`src/rtl/stage_sequencer.sv`:
```
// Three-stage job sequencer (A -> B -> C) with one-deep pending start, abort and job counter.
// Define STAGE_SEQUENCER_WATCHDOG_EN to build the per-stage watchdog and the ERROR state.
module stage_sequencer #(
  parameter int TIMEOUT_W = 8,
  parameter int TIMEOUT   = 200
) (
  input  logic       clk,
  input  logic       reset,
  input  logic       start,
  input  logic       abort,
  input  logic       done_a,
  input  logic       done_b,
  input  logic       done_c,
  output logic       go_a,
  output logic       go_b,
  output logic       go_c,
  output logic       busy,
  output logic       Done,
  output logic       err,
  output logic [1:0] err_code,
  output logic [7:0] job_count,
  output logic [2:0] state_o
);

  if (TIMEOUT < 1 || TIMEOUT > (1 << TIMEOUT_W) - 1) begin : g_bad_timeout
    $error("stage_sequencer: TIMEOUT out of range for TIMEOUT_W");
  end

  // RUN_A..RUN_C encodings double as the err_code of the stage that timed out.
  typedef enum logic [2:0] {
    IDLE   = 3'd0,
    RUN_A  = 3'd1,
    RUN_B  = 3'd2,
    RUN_C  = 3'd3,
    FINISH = 3'd4
`ifdef STAGE_SEQUENCER_WATCHDOG_EN
    , ERROR = 3'd5
`endif
  } state_e;

  state_e     state_q, state_d;
  logic       pending_q, pending_d;
  logic       go_a_q, go_a_d;
  logic       go_b_q, go_b_d;
  logic       go_c_q, go_c_d;
  logic       busy_q;
  logic       done_q;
  logic [7:0] job_count_q, job_count_d;
  logic       stage_done;
  logic       run_state;

  assign run_state = (state_q == RUN_A) || (state_q == RUN_B) || (state_q == RUN_C);

  always_comb begin
    stage_done = 1'b0;
    case (state_q)
      RUN_A:   stage_done = done_a;
      RUN_B:   stage_done = done_b;
      RUN_C:   stage_done = done_c;
      default: stage_done = 1'b0;
    endcase
  end

`ifdef STAGE_SEQUENCER_WATCHDOG_EN
  logic [TIMEOUT_W-1:0] wd_q, wd_d;
  logic                 wd_expired;
  logic                 err_q;
  logic [1:0]           err_code_q, err_code_d;

  assign wd_expired = (wd_q == TIMEOUT_W'(TIMEOUT - 1));
`endif

  always_comb begin
    state_d     = state_q;
    pending_d   = pending_q;
    go_a_d      = 1'b0;
    go_b_d      = 1'b0;
    go_c_d      = 1'b0;
    job_count_d = job_count_q;
`ifdef STAGE_SEQUENCER_WATCHDOG_EN
    err_code_d  = err_code_q;
`endif
    case (state_q)
      IDLE: begin
        if (start) begin
          state_d = RUN_A;
          go_a_d  = 1'b1;
        end
      end
      RUN_A, RUN_B, RUN_C: begin
        if (start) pending_d = 1'b1;
        if (abort) begin
          state_d   = IDLE;
          pending_d = 1'b0;
        end else if (stage_done) begin
          case (state_q)
            RUN_A:   begin state_d = RUN_B; go_b_d = 1'b1; end
            RUN_B:   begin state_d = RUN_C; go_c_d = 1'b1; end
            default: state_d = FINISH;
          endcase
        end
      end
      FINISH: begin
        // A start landing in this very cycle counts as the pending request.
        if (abort) begin
          state_d   = IDLE;
          pending_d = 1'b0;
        end else if (pending_q || start) begin
          state_d   = RUN_A;
          go_a_d    = 1'b1;
          pending_d = 1'b0;
        end else begin
          state_d = IDLE;
        end
      end
`ifdef STAGE_SEQUENCER_WATCHDOG_EN
      ERROR: begin
        if (start) begin
          state_d    = RUN_A;
          go_a_d     = 1'b1;
          err_code_d = 2'd0;
        end
      end
`endif
      default: state_d = IDLE;
    endcase

`ifdef STAGE_SEQUENCER_WATCHDOG_EN
    if (run_state && !abort && !stage_done && wd_expired) begin
      state_d    = ERROR;
      pending_d  = 1'b0;
      err_code_d = state_q[1:0];
    end
    wd_d = (run_state && state_d == state_q) ? wd_q + 1'b1 : '0;
`endif

    if (state_d == FINISH) job_count_d = job_count_q + 8'd1;
  end

  always_ff @(posedge clk) begin
    if (!reset) begin
      state_q     <= IDLE;
      pending_q   <= 1'b0;
      go_a_q      <= 1'b0;
      go_b_q      <= 1'b0;
      go_c_q      <= 1'b0;
      busy_q      <= 1'b0;
      done_q      <= 1'b0;
      job_count_q <= 8'd0;
    end else begin
      state_q     <= state_d;
      pending_q   <= pending_d;
      go_a_q      <= go_a_d;
      go_b_q      <= go_b_d;
      go_c_q      <= go_c_d;
      busy_q      <= (state_d == RUN_A) || (state_d == RUN_B) ||
                     (state_d == RUN_C) || (state_d == FINISH);
      done_q      <= (state_d == FINISH);
      job_count_q <= job_count_d;
    end
  end

`ifdef STAGE_SEQUENCER_WATCHDOG_EN
  always_ff @(posedge clk) begin
    if (!reset) begin
      wd_q       <= '0;
      err_q      <= 1'b0;
      err_code_q <= 2'd0;
    end else begin
      wd_q       <= wd_d;
      err_q      <= (state_d == ERROR);
      err_code_q <= err_code_d;
    end
  end

  assign err      = err_q;
  assign err_code = err_code_q;
`else
  assign err      = 1'b0;
  assign err_code = 2'd0;
`endif

  assign go_a      = go_a_q;
  assign go_b      = go_b_q;
  assign go_c      = go_c_q;
  assign busy      = busy_q;
  assign Done      = done_q;
  assign job_count = job_count_q;
  assign state_o   = state_q;

endmodule

```
`config.mk`:
```
export PLATFORM = sky130hd
export DESIGN_NAME = stage_sequencer
export DESIGN_NICKNAME = d
export VERILOG_FILES = /design/src/rtl/stage_sequencer.sv
export SDC_FILE = /design/constraint.sdc
export NUM_CORES = 1
export LEC_CHECK = 0
export CORE_MARGIN = 2
export CORE_UTILIZATION = 44
export DETAILED_ROUTE_END_ITERATION = 10
export GPL_ROUTABILITY_DRIVEN = 0
export GPL_TIMING_DRIVEN = 0
export PLACE_DENSITY = 0.78
export RECOVER_POWER = 50
export SYNTH_ARGS = -nofsm -noshare
export SYNTH_HDL_FRONTEND = slang
export SYNTH_SLANG_ARGS = --single-unit
export TNS_END_PERCENT = 50
```
`constraint.sdc`:
```
create_clock -name clk -period 1.65 [get_ports clk]
set_clock_uncertainty 0.1 [all_clocks]
set_input_delay 0.33 -clock clk [delete_from_list [all_inputs] [get_ports clk]]
set_output_delay 0.33 -clock clk [all_outputs]
set_load 0.01 [all_outputs]
```
==> results.yml, run 1 <==
global_route:
  grt_max_degree: 11
  grt_pass1_wl_um: 2642
  grt_pass1_vias: 640
  overflow: 0
  antenna_found_initial: 0
  track_usage_pct: 17.42
worst_setup_path:
  cp.arrival_ns: 1.14
  crit_type: "register to output pin"
  cp-end-kind: "output pin"
  cp_slowest_cell: "clkdlybuf4s50_1"
  cp_top_family: "buffers and inverters"
  path_cells: "clkdlybuf4s50_1"
  cp_num_buf_inv: 1
  r2r_start: "state_o[2]"
  start_kind: "register"
  crit_fanout: 1
  worstPathRequired_ns: 1.22
  startpoint: "Done"
  cpPeakStageDelay_ns: 0.53
final_layout:
  nFillCells: 156
  area_growth_pct: 35.80
  antenna_cells: 0
  post-route-util_pct: 63.08
  drive_gt1_share_pct: 16.38
  nNetsFinal: 125
clock_network:
  post_cts_buffers: 0
  clock_sinks: 17
  max-clock-path-buffers: 2
  holdBufCountCts: 0
  root_buffer: "clkbuf_4"
  cts_buffers: 3
  cts_resized: 16
  cts_tree: "done"
  clkTransAtPathRegs_ns: 0.10
  clock_latency_ns: 0.29
  htreeDepth: 1
run:
  drv_cap: 0
timing:
  rsz0062_at_grt: "false"
  tns_ns: 0
  drv_slew: 0
  fmax_ghz: 0.6370
  fin_crit_sh_pct: 95.14
  setup_viol: 0
  hold_violations: 0
  finalCriticalPeriod_ns: 1.570
  fin_ws_ns: 0.08017
pwr:
  power_density_mw_per_mm2: 678.7
  finalPower_mw: 0.7312
  p_leak_nw: 0.4553
  irDropWorstVdd_mv: 0.5371
run_status:
  run_status: "completed"
logic_synthesis:
  ys_warn_count: 0
  synth_edf_count: 0
  ys_types: 31
  syn_inst: 88
  synth_largest_area_cell: "dfxtp_1"
  dominantRegCellSynth: "dfxtp_1"
  synth_common_cells: "dfxtp_1, a21oi_1, nand2_1"
  yosysSeqAreaShare_pct: 42.90
  yosys.area.top_type_share_pct: 42.90
  ys_ff_latch: 17
  async_flop_share_pct: 0
  synthTopCellsByArea: "dfxtp_1, a21oi_1, nand2_1, nand4bb_4, nand2b_1"
  syn_avg_cell_area_um2: 9.014
  yosysMostFrequentCell: "dfxtp_1"
  synth_area_um2: 793.3
floorplan:
  die_h_um: 46.46
  die_w_um: 46.46
  initial_core_util_pct: 46.45
  ios: 26
  fp.coreArea_mm2: 0.001708
  dieArea_mm2: 0.002159
  rows: 15
route:
  vias_per_cell: 5.135
  dr.max_layer_used: "met4"
  drt-initial-drc-count: 16
  wl_met3_um: 90
  routed-via-count: 724
  wl_per_cell_um: 11.84
  drt_wl_total_um: 1669
  dr.pass1.iters: 4
  wl_met2_um: 811
  routedLengthMet1_um: 751
  drcViolationCount: 0
  final_antenna_net_count: 0
placement:
  hpwl_um: 1250
  io_buffer_count: 22
  place_ws_ns: -0.3115
min_path:
  hp-start: "done_c"
  hold_class: "input port to register"
metal layers:
layer / track usage [%] / vias up
met5: 0 / -
met4: 9.143 / 0
met3: 3.922 / 2
met2: 28.61 / 19
met1: 20.90 / 327
li1: - / 376
power breakdown:
part           leakage (nW)  internal [mW]  switching (mW)  total [mW]
Combinational         0.297         0.0416          0.0428      0.0844
Sequential            0.140          0.418         0.00504       0.423
Clock                0.0177         0.0900           0.133       0.223
Total                 0.455          0.550           0.181       0.731
stage by stage:
step	cells	hold slack, ns	cell area (µm²)
after global placement	137	0.3543	1052
after CTS	141	0.3852	1091
after floorplan	90	0.3413	800.8
after global routing	141	0.2509	1077
after detailed placement	137	0.3598	1052
final	141	0.2315	1077
path summary, 6_finish.rpt:
check	to	slack, ns	depth (start not counted)
worst max register to register	job_count[7]	0.10	4
worst max-delay path	Done	0.08	1
worst min register to register	job_count[7]	0.38	2
worst min-delay path	state_o[1]	0.23	2
kinds of logic (layout without fill, tap and decap cells):
group / count (synthesis) / after routing / synth area share, %
AOI/OAI and AO/OA: 23 / 23 / 19.09
adders and majority gates: 1 / 1 / 1.577
buffers and inverters: 10 / 36 / 7.412
DFF: 17 / 17 / 42.90
muxes: 2 / 2 / 2.524
other: 1 / 3 / 0.4727
and+or+nand+nor: 34 / 34 / 26.02
state kept, by name, indices dropped and copies added (netlist names):
signal / flops
Done: 1
busy: 1
go_a: 1
go_b: 1
go_c: 1
job_count: 8
pending_q: 1
state_o: 3
cell usage in the layout, fill, tap and decap left out, types with 3 or more instances in the layout:
cell type,count
nand3_1,3
nand2_1,8
buf_4,3
clkbuf_4,3
dlymetal6s2s_1,3
dlygate4sd2_1,6
clkdlybuf4s50_1,9
dfxtp_2,5
o31ai_1,3
a21oi_1,8
nand4_1,4
dfxtp_1,12
conb_1,3
nand2b_1,4
nor2_1,6
o21ai_0,5
clkdlybuf4s25_1,4
area by class of cell:
| cell class | count | area, µm² | share of cell area (%) |
|---|---|---|---|
| well taps | 25 | 31.28 | 2.904 |
| clock buffers | 3 | 22.52 | 2.091 |
| clock inverters | 1 | 5.005 | 0.4646 |
| multi-input cells | 63 | 391.6 | 36.35 |
| repair buffers | 22 | 220.2 | 20.44 |
| plain buffers | 7 | 47.55 | 4.413 |
| inverters | 3 | 12.51 | 1.161 |
| flip-flops and latches | 17 | 346.6 | 32.17 |
Power figures use the tool's default switching activity.
==> run 2, diff against run 1 <==
--- a/config.mk
+++ b/config.mk
@@ -5,12 +5,14 @@
 export SDC_FILE = /design/constraint.sdc
 export NUM_CORES = 1
 export LEC_CHECK = 0
+export CELL_PAD_IN_SITES_DETAIL_PLACEMENT = 1
+export CELL_PAD_IN_SITES_GLOBAL_PLACEMENT = 2
 export CORE_MARGIN = 2
-export CORE_UTILIZATION = 44
+export CORE_UTILIZATION = 25
 export DETAILED_ROUTE_END_ITERATION = 10
 export GPL_ROUTABILITY_DRIVEN = 0
 export GPL_TIMING_DRIVEN = 0
-export PLACE_DENSITY = 0.78
+export PLACE_DENSITY = 0.77
 export RECOVER_POWER = 50
 export SYNTH_ARGS = -nofsm -noshare
 export SYNTH_HDL_FRONTEND = slang
==> results.yml, run 2 (synthesized netlist as in run 1, its figures left out) <==
run_status:
  run_status: "completed"
worst_setup_path:
  cp.arrival_ns: 1.15
  cpPeakStageDelay_ns: 0.53
  crit_fanout: 1
  cp_num_buf_inv: 1
  endpoint: "Done"
  r2r_setup_slack_ns: 0.15
  crit_type: "register to output pin"
  ff2ff_path_depth: 4
  cp_top_family: "buffers and inverters"
  start_kind: "register"
  r2r_end: "job_count[5]"
  r2r_start: "state_o[0]"
  startpoint: "Done"
  path_cells: "clkdlybuf4s50_1"
  cp_num_cells: 1
  cp-end-kind: "output pin"
  cp_slowest_cell: "clkdlybuf4s50_1"
  worstPathRequired_ns: 1.22
timing:
  fin_crit_sh_pct: 95.79
  fin_ws_ns: 0.06950
  fmax_ghz: 0.6327
  setup_viol: 0
  drv_slew: 0
  rsz0062_at_grt: "false"
  finalCriticalPeriod_ns: 1.581
  hold_violations: 0
clock_network:
  holdBufCountCts: 0
  max-clock-path-buffers: 2
  clkTransAtPathRegs_ns: 0.10
  clock_sinks: 17
  clock_latency_ns: 0.29
  cts_buffers: 3
  cts_tree: "done"
  root_buffer: "clkbuf_4"
  htreeDepth: 1
final_layout:
  fin_cells: 160
  most-common-layout-cells: "dfxtp_1, clkdlybuf4s50_1, a21oi_1, nand2_1, dlygate4sd2_1"
  largest_reg_flops: 8
  fin_area_mm2: 0.001127
  antenna_cells: 0
  nNetsFinal: 125
  mostFrequentLayoutCell: "dfxtp_1"
  drive_gt1_share_pct: 16.38
  area_growth_pct: 42.11
route:
  final_antenna_net_count: 0
  dr.pass1.iters: 2
  wl_per_cell_um: 12.38
  routed-via-count: 747
  drt-initial-drc-count: 11
  vias_per_cell: 4.669
  drt_wl_total_um: 1981
  drcViolationCount: 0
global_route:
  grt_util_met2_pct: 19.41
  grt_use_met1_pct: 14.97
  busiest_layer: "met2"
  grt_max_degree: 11
  use_met3_pct: 2.559
  antenna_found_initial: 0
  track_usage_pct: 11.78
  grt_pass1_vias: 756
  overflow: 0
  grt_pass1_wl_um: 3249
floorplan:
  ios: 26
  rows: 20
  die_h_um: 60.33
  fp.coreArea_mm2: 0.003028
  die_w_um: 60.33
  initial_core_util_pct: 26.20
  dieArea_mm2: 0.003640
pwr:
  power_density_mw_per_mm2: 655.5
  irDropWorstVdd_mv: 0.2854
  p_leak_nw: 0.4838
  finalPower_mw: 0.7390
min_path:
  hold_class: "input port to register"
run:
  drv_cap: 0
placement:
  io_buffer_count: 22
  place_ws_ns: -0.3797
  hpwl_um: 1516
  placed_area_mm2: 0.001076
  numPlacedInstances: 156
run 2: cell count changes in the layout (fill, tap and decap cells not counted), sizes merged:
cell	change
clkbuf	+1
buf	-1
clkdlybuf4s25	-2
dlygate4sd2	+2
clkinvlp	+1
clkinv	-1
run 2: report_power, final:
| part | switching, mW | total, mW | internal [mW] |
|---|---|---|---|
| clock network | 0.135 | 0.225 | 0.0900 |
| logic | 0.0455 | 0.0893 | 0.0438 |
| registers | 0.00588 | 0.425 | 0.419 |
| total | 0.186 | 0.739 | 0.553 |
run 2: per-layer routing:
metal  vias to the layer above  share of wire, %
met3                         0               4.2
met4                         0                 0
met1                       358                46
met5                         -                 0
met2                        16                50
li1                        373                 -
run 2: through the flow:
stage | util, % | setup TNS [ns] | hold WS, ns
final | 37.23 | 0 | 0.3047
after global routing | 37.23 | 0 | 0.3148
after CTS | 37.11 | 0 | 0.3881
after detailed placement | 35.54 | -2.421 | 0.3681
after global placement | 35.54 | -2.194 | 0.3564
after floorplan | - | 0 | 0.3413
run 2: worst min-delay path by stage:
| stage | start | endpoint | slack, ns | depth (start not counted) |
|---|---|---|---|---|
| floorplan | done_c | state_o[1] | 0.34 | 1 |
| global placement | job_count[7] | job_count[7] | 0.36 | 2 |
| detailed placement | job_count[7] | job_count[7] | 0.37 | 2 |
| CTS | job_count[7] | job_count[7] | 0.39 | 2 |
| global route | done_c | state_o[1] | 0.31 | 2 |
| finish | done_c | state_o[1] | 0.30 | 2 |
run 2: final cells by class:
| cell class | count | area, µm² |
|---|---|---|
| repair buffers | 22 | 217.7 |
| fillers | 354 | 1901 |
| well taps | 44 | 55.05 |
| clock buffers | 3 | 22.52 |
| inverters | 3 | 15.01 |
| multi-input cells | 63 | 416.7 |
| plain buffers | 7 | 50.05 |
| flip-flops and latches | 17 | 345.3 |
| clock inverters | 1 | 5.005 |
run 2: repair_timing:
| item | CTS | global route |
|---|---|---|
| setup buffers | 0 | 0 |
| pin swaps | 0 | 0 |
| endpoints found under the setup margin | 12 | 7 |
| gates resized for setup | 20 | 7 |
